File: config.mk
export PLATFORM = sky130hd
export DESIGN_NAME = mem_arbiter
export DESIGN_NICKNAME = d
export VERILOG_FILES = /design/src/rtl/mem_arbiter.sv
export SDC_FILE = /design/constraint.sdc
export NUM_CORES = 1
export LEC_CHECK = 0
export ABC_AREA = 1
export CAP_MARGIN = 30
export CORE_AREA = 5 5 285 287
export CTS_BUF_LIST = sky130_fd_sc_hd__clkbuf_8
export DETAILED_ROUTE_END_ITERATION = 8
export DIE_AREA = 0 0 290 292
export SKIP_CTS_REPAIR_TIMING = 1
export SYNTH_ARGS = -nofsm -noshare
export SYNTH_HDL_FRONTEND = slang
export SYNTH_SLANG_ARGS = --single-unit
File: constraint.sdc
create_clock -name clk -period 2.89 [get_ports clk]
set_input_delay 0.4335 -clock clk [delete_from_list [all_inputs] [get_ports clk]]
set_output_delay 0.4335 -clock clk [all_outputs]
set_load 0.05 [all_outputs]
File: src/rtl/mem_arbiter.sv
// mem_arbiter: round-robin arbiter giving the I-cache and the D-cache
// alternating access to one shared memory port. The granted request is
// registered onto the memory bus. Completion is routed back to the granted
// client in the same cycle as mem_ready.
module mem_arbiter #(
   parameter int ADDR_W = 28,
   parameter int DATA_W = 128
) (
   input  logic              clk,
   input  logic              rst_n,
   // I-cache side
   input  logic              i_read,
   input  logic [ADDR_W-1:0] i_addr,
   output logic [DATA_W-1:0] i_rdata,
   output logic              i_ready,
   // D-cache side
   input  logic              d_read,
   input  logic              d_write,
   input  logic [ADDR_W-1:0] d_addr,
   input  logic [DATA_W-1:0] d_wdata,
   output logic [DATA_W-1:0] d_rdata,
   output logic              d_ready,
   // shared memory port
   output logic              mem_read,
   output logic              mem_write,
   output logic [ADDR_W-1:0] mem_addr,
   output logic [DATA_W-1:0] mem_wdata,
   input  logic [DATA_W-1:0] mem_rdata,
   input  logic              mem_ready
);

   typedef enum logic [1:0] {
      IDLE   = 2'd0,
      BUSY_I = 2'd1,
      BUSY_D = 2'd2
   } state_t;

   state_t              state_q, state_d;
   logic                last_q, last_d;          // 0 = I granted last, 1 = D
   logic                mem_read_q, mem_read_d;
   logic                mem_write_q, mem_write_d;
   logic [ADDR_W-1:0]   mem_addr_q, mem_addr_d;
   logic [DATA_W-1:0]   mem_wdata_q, mem_wdata_d;

   logic                d_req;
   logic                grant_d;
   logic                busy;

   // D wins when it is alone, or on a tie when I was served last.
   assign d_req   = d_read | d_write;
   assign grant_d = d_req & (~i_read | ~last_q);
   assign busy    = (state_q == BUSY_I) || (state_q == BUSY_D);

   // Read data is broadcast; only the ready pulse qualifies it.
   assign i_rdata = mem_rdata;
   assign d_rdata = mem_rdata;

   // Completion is steered to the owner of the transfer in the mem_ready cycle.
   assign i_ready = (state_q == BUSY_I) & mem_ready;
   assign d_ready = (state_q == BUSY_D) & mem_ready;

   // Request strobes fall in the completion cycle itself, not one cycle later.
   assign mem_read  = mem_read_q  & ~(busy & mem_ready);
   assign mem_write = mem_write_q & ~(busy & mem_ready);
   assign mem_addr  = mem_addr_q;
   assign mem_wdata = mem_wdata_q;

   // Next-state logic: grant in IDLE, hold the bus while busy, clear on completion.
   always_comb begin
      state_d     = state_q;
      last_d      = last_q;
      mem_read_d  = mem_read_q;
      mem_write_d = mem_write_q;
      mem_addr_d  = mem_addr_q;
      mem_wdata_d = mem_wdata_q;
      case (state_q)
         IDLE: begin
            if (grant_d) begin
               state_d     = BUSY_D;
               last_d      = 1'b1;
               // A write-back takes precedence over a read from the same cache.
               mem_write_d = d_write;
               mem_read_d  = ~d_write;
               mem_addr_d  = d_addr;
               mem_wdata_d = d_write ? d_wdata : '0;
            end else if (i_read) begin
               state_d     = BUSY_I;
               last_d      = 1'b0;
               mem_read_d  = 1'b1;
               mem_write_d = 1'b0;
               mem_addr_d  = i_addr;
               mem_wdata_d = '0;
            end
         end
         BUSY_I, BUSY_D: begin
            if (mem_ready) begin
               state_d     = IDLE;
               mem_read_d  = 1'b0;
               mem_write_d = 1'b0;
               mem_addr_d  = '0;
               mem_wdata_d = '0;
            end
         end
         default: begin
            state_d     = IDLE;
            mem_read_d  = 1'b0;
            mem_write_d = 1'b0;
            mem_addr_d  = '0;
            mem_wdata_d = '0;
         end
      endcase
   end

   // State and memory-bus registers; reset abandons any outstanding access.
   always_ff @(posedge clk or negedge rst_n) begin
      if (!rst_n) begin
         state_q     <= IDLE;
         last_q      <= 1'b0;
         mem_read_q  <= 1'b0;
         mem_write_q <= 1'b0;
         mem_addr_q  <= '0;
         mem_wdata_q <= '0;
      end else begin
         state_q     <= state_d;
         last_q      <= last_d;
         mem_read_q  <= mem_read_d;
         mem_write_q <= mem_write_d;
         mem_addr_q  <= mem_addr_d;
         mem_wdata_q <= mem_wdata_d;
      end
   end

endmodule

Word-level counts from Yosys, hierarchy flattened

Index checks and enable logic that the tools add are counted.

Eq/ne operators: 4
Mux-type cells: 21
Bitwise logic cells: 12
Reductions and logical operators: 6

Operators by type and width:

| cell                                                             | number |
|---|---|
| 128-bit two-way mux                                              | 4 |
| 128-bit case mux with 2 select lines                             | 1 |
| 28-bit two-way mux                                               | 3 |
| 28-bit case mux with 2 select lines                              | 1 |
| 1-bit AND                                                        | 6 |
| 1-bit two-way mux                                                | 6 |
| 2-bit two-way mux                                                | 3 |
| 1-bit NOT                                                        | 4 |
| 1-bit case mux with 2 select lines                               | 2 |
| 2-bit case mux with 2 select lines                               | 1 |
| 2-bit AND reduction                                              | 2 |
| 3-bit inequality test (second input constant)                    | 1 |
| 2-bit by 1-bit == test with 1-bit output (second input constant) | 1 |
| 2-bit == test (second input constant)                            | 1 |
| 2-bit logical NOT                                                | 1 |
| 2-bit inequality test (second input constant)                    | 1 |
| 1-bit OR                                                         | 2 |
| 2-bit nonzero test                                               | 1 |
| 2-bit OR reduction                                               | 1 |
| 1-bit logical OR                                                 | 1 |

Register bits after elaboration: 161
Input port bits: 318
Output and inout port bits: 416
Word-level logic and storage cells: 49

Depth between registers and ports, before layout

Depth in word-level cells: 5
Mapped depth: 9
Mapped depth without buffers: 7

Worst setup path after synthesis

Ideal clock, no wire load.

Kind: register to output
From: register state_q[0]
To: output port mem_read
Arrival time: 1.856 ns
Required time: 2.457 ns
Path slack: 0.601 ns
Cell stages (with the launch flop): 4
Buffers on the path: 0
Cells stage by stage: dfrtp_1 inv_1 ha_1 a21boi_0

Longest elaborated chain between the ends: 5
Elaborated cells on any way between the ends: 6
Those cells by class: 2 x eq/ne; 3 x bitwise; 1 x reduce/logical

Ends and longest elaborated chain:

| item                                                                             | line | text |
|---|---|---|
| start, declared                                                                  | 38   | `state_t state_q, state_d;` |
| start signal, assigned                                                           | 124  | `state_q <= state_d;` |
| 2-bit by 1-bit == test with 1-bit output / 2-bit == test (equally long branches) | 52   | `assign busy = (state_q == BUSY_I) \|\| (state_q == BUSY_D);` |
| 1-bit logical OR (*)                                                             | 52   |  |
| 1-bit AND (*)                                                                    | 63   | `assign mem_read = mem_read_q & ~(busy & mem_ready);` |
| 1-bit NOT (*)                                                                    | 63   |  |
| 1-bit AND (*)                                                                    | 63   |  |
| end, declared                                                                    | 24   | `output logic mem_read,` |

Every way passes the cells marked *; elsewhere a longest branch is shown, timed or not.

Worst setup path in the final report

From: register state_q[0]
To: output port mem_write

Longest elaborated chain between the ends: 5
Elaborated cells on any way between the ends: 6
Those cells by class: 2 x eq/ne; 3 x bitwise; 1 x reduce/logical

Ends and longest elaborated chain:

| item                                                                             | line | text |
|---|---|---|
| 2-bit by 1-bit == test with 1-bit output / 2-bit == test (equally long branches) | 52   |  |
| 1-bit logical OR (*)                                                             | 52   |  |
| 1-bit AND (*)                                                                    | 64   | `assign mem_write = mem_write_q & ~(busy & mem_ready);` |
| 1-bit NOT (*)                                                                    | 64   |  |
| 1-bit AND (*)                                                                    | 64   |  |
| end, declared                                                                    | 25   | `output logic mem_write,` |

Marks and branches as above.

==> reports/metrics.cfg <==
[timing]
tns_ns = 0
fin_hold_ws_ns = 0.421
tightest_slew_ns = 0.782
setup_viol = 0
finClkSkew_ns = 0.0152
hold_viol = 0
fin_crit_sh = 0.868
maxSlewViolCount = 0
finalCriticalPeriod_ns = 2.51
rsz0062_at_grt = no
max_freq_mhz = 399
slew_headroom = 0.479

[power]
p_leak_nw = 5.48
power_frac_seq = 0.283
p_comb_frac = 0.559
ir_drop_uv = 389
clkPwrFrac = 0.158
internal-power_mw = 5.70
power_switching_mw = 6.10
totalPowerFinal_mw = 11.8
switching_share = 0.517
power_density_nw_per_um2 = 961

[global_route]
use_met3 = 0.0449
top_usage_layer = met2
grt.total_usage = 0.0824
grt_first_pass_wirelength_um = 51700
antenna_found_initial = 2
grtUsageMet2 = 0.121
grtUsageMet1 = 0.0906
first_global_vias = 7559
grt_max_degree = 89
globalRoute.totalOverflow = 0

[floorplan]
start_util = 0.116
core_um2 = 78400
die_h_um = 292
io_pins = 734
die_width_um = 290
dieArea_um2 = 84700
rows = 103

[drt]
drc = 0
drtAntennaViolNets = 0
drt_iter0_drc = 382
wl_um = 36100
route.vias.total = 7412
vias_per_cell = 3.35
firstDrtPassIters = 4
wl_per_cell_um = 16.3

[critical_path]
end_kind = output pin
arrival_ns = 2.08
worstPathRequired_ns = 2.46
crit_type = reg -> out
cp_max_fo = 3
start_kind = flip-flop

[yosys]
syn_area_um2 = 9050
synth_cells = 1088
syn_area_per_cell_um2 = 8.32
ys_types = 21
synth-seq-cells = 161
synthesis.nets = 1409
seq_area_frac_synth = 0.445
synth_warnings = 0

[status]
outcome = complete, no violations

[job]
drv_cap = 0

[placement]
gp_congestion = 0.746
place_inst = 2177
hpwl_um = 26400
portBuffers = 349

[cts]
cts_buffers = 17
clk_latency_ns = 0.55
htreeDepth = 4
path_clk_slew_ns = 0.11
cts_buffer_depth = 2
cts_tree = yes
clockRootBuffer = clkbuf_8
cts_sinks = 161

[final_layout]
drive_gt1_frac = 0.0586
num-nets-final = 1468
area_growth_pct = 35.7
layout.cells.non_filler = 2212
finalCoreUtilization = 0.157
fillCellCount = 8904

[min_path]
hold_class = in -> reg

==> metrics by stage <==
stage                     instance area (µm²)  setup WS [ns]
final                                   12300          0.381
after global routing                    12300          0.221
after CTS                               12300          0.232
after detailed placement                11900          0.627
after global placement                  11900          0.622
after floorplan                          9050          0.601
==> final timing paths <==
kind / start / endpoint / slack, ns / cells past startpoint
hold / removal: d_wdata[0] / mem_wdata[0]$_DFFE_PN0P_ / 0.42 / 3
hold reg to reg: mem_wdata[121]$_DFFE_PN0P_ / mem_wdata[121]$_DFFE_PN0P_ / 0.48 / 2
min in group asynchronous: rst_n / mem_addr[2]$_DFFE_PN0P_ / 0.43 / 2
setup / recovery: state_q[0]$_DFFE_PN0P_ / mem_write / 0.38 / 4
setup reg to reg: state_q[0]$_DFFE_PN0P_ / mem_addr[23]$_DFFE_PN0P_ / 0.90 / 7
max in group asynchronous: rst_n / mem_wdata[21]$_DFFE_PN0P_ / 1.80 / 3
==> cell type report <==
| class | count | area [µm²] | share of cell area |
|---|---|---|---|
| clock inverters | 14 | 155 | 0.0126 |
| multi-input cells | 582 | 2700 | 0.220 |
| repair buffers | 374 | 3790 | 0.309 |
| inverters | 11 | 41.3 | 0.00336 |
| diodes | 2 | 5.00 | 0.000407 |
| well taps | 1050 | 1310 | 0.107 |
| flip-flops and latches | 161 | 4030 | 0.328 |
| clock buffers | 18 | 248 | 0.0202 |
==> sequential cells by signal (all words and copies together) (netlist names) <==
register / count
mem_write_q: 1
mem_addr: 28
last_q: 1
mem_read_q: 1
mem_wdata: 128
state_q: 2
==> per-layer routing <==
| metal | vias up | share of wire |
|---|---|---|
| li1 | 3422 | - |
| met1 | 3388 | 0.39 |
| met2 | 460 | 0.44 |
| met3 | 138 | 0.11 |
| met4 | 4 | 0.060 |
| met5 | - | 0.0038 |
==> power groups by stage <==
stage	registers, mW	logic, mW	clock network (mW)
after CTS	3.35	6.72	2.03
after global placement	3.38	6.70	0
after floorplan	5.62	2.81	0
after detailed placement	3.37	6.71	0
after global routing	3.43	7.00	2.12
final	3.34	6.59	1.87
==> synthesized netlist by cell type <==
cell | n | area share
nand2_1 | 381 | 0.16
buf_4 | 262 | 0.22
dfrtp_1 | 161 | 0.44
nand4_1 | 156 | 0.11
buf_2 | 56 | 0.031
nand3_1 | 29 | 0.016
clkbuf_1 | 13 | 0.0054
inv_1 | 9 | 0.0037
o21ai_0 | 4 | 0.0022
ha_1 | 3 | 0.0041
buf_1 | 2 | 0.00083
inv_2 | 2 | 0.00083
o21ai_1 | 2 | 0.0011
a21boi_0 | 1 | 0.00083
a21oi_1 | 1 | 0.00055
buf_6 | 1 | 0.0012
nand2_2 | 1 | 0.00069
nand2_4 | 1 | 0.0012
nand3_2 | 1 | 0.0011
nor2_1 | 1 | 0.00041
nor2_2 | 1 | 0.00069
==> kinds of logic after synthesis <==
logic type                 share of synthesized area
AOI/OAI and AO/OA                            0.00470
adders and majority gates                    0.00415
buffers and inverters                          0.260
DFF                                            0.445
and+or+nand+nor                                0.286
==> critical path, cell delays in order (launching register included) <==
cell and delay, ns:
dfrtp_1 0.43, inv_1 0.10, ha_2 0.30, a21oi_1 0.40, buf_4 0.29
==> cells in the final DEF, fill, tap and decap left out, types with 3 or more instances in the layout <==
| cell | instances |
|---|---|
| nand4_1 | 156 |
| nand2_1 | 381 |
| nand3_1 | 29 |
| clkdlybuf4s50_1 | 344 |
| buf_4 | 19 |
| inv_6 | 3 |
| inv_1 | 10 |
| buf_12 | 9 |
| o21ai_0 | 4 |
| dfrtp_1 | 161 |
| clkbuf_8 | 19 |
Note: power is estimated with default switching activity, not from simulation.
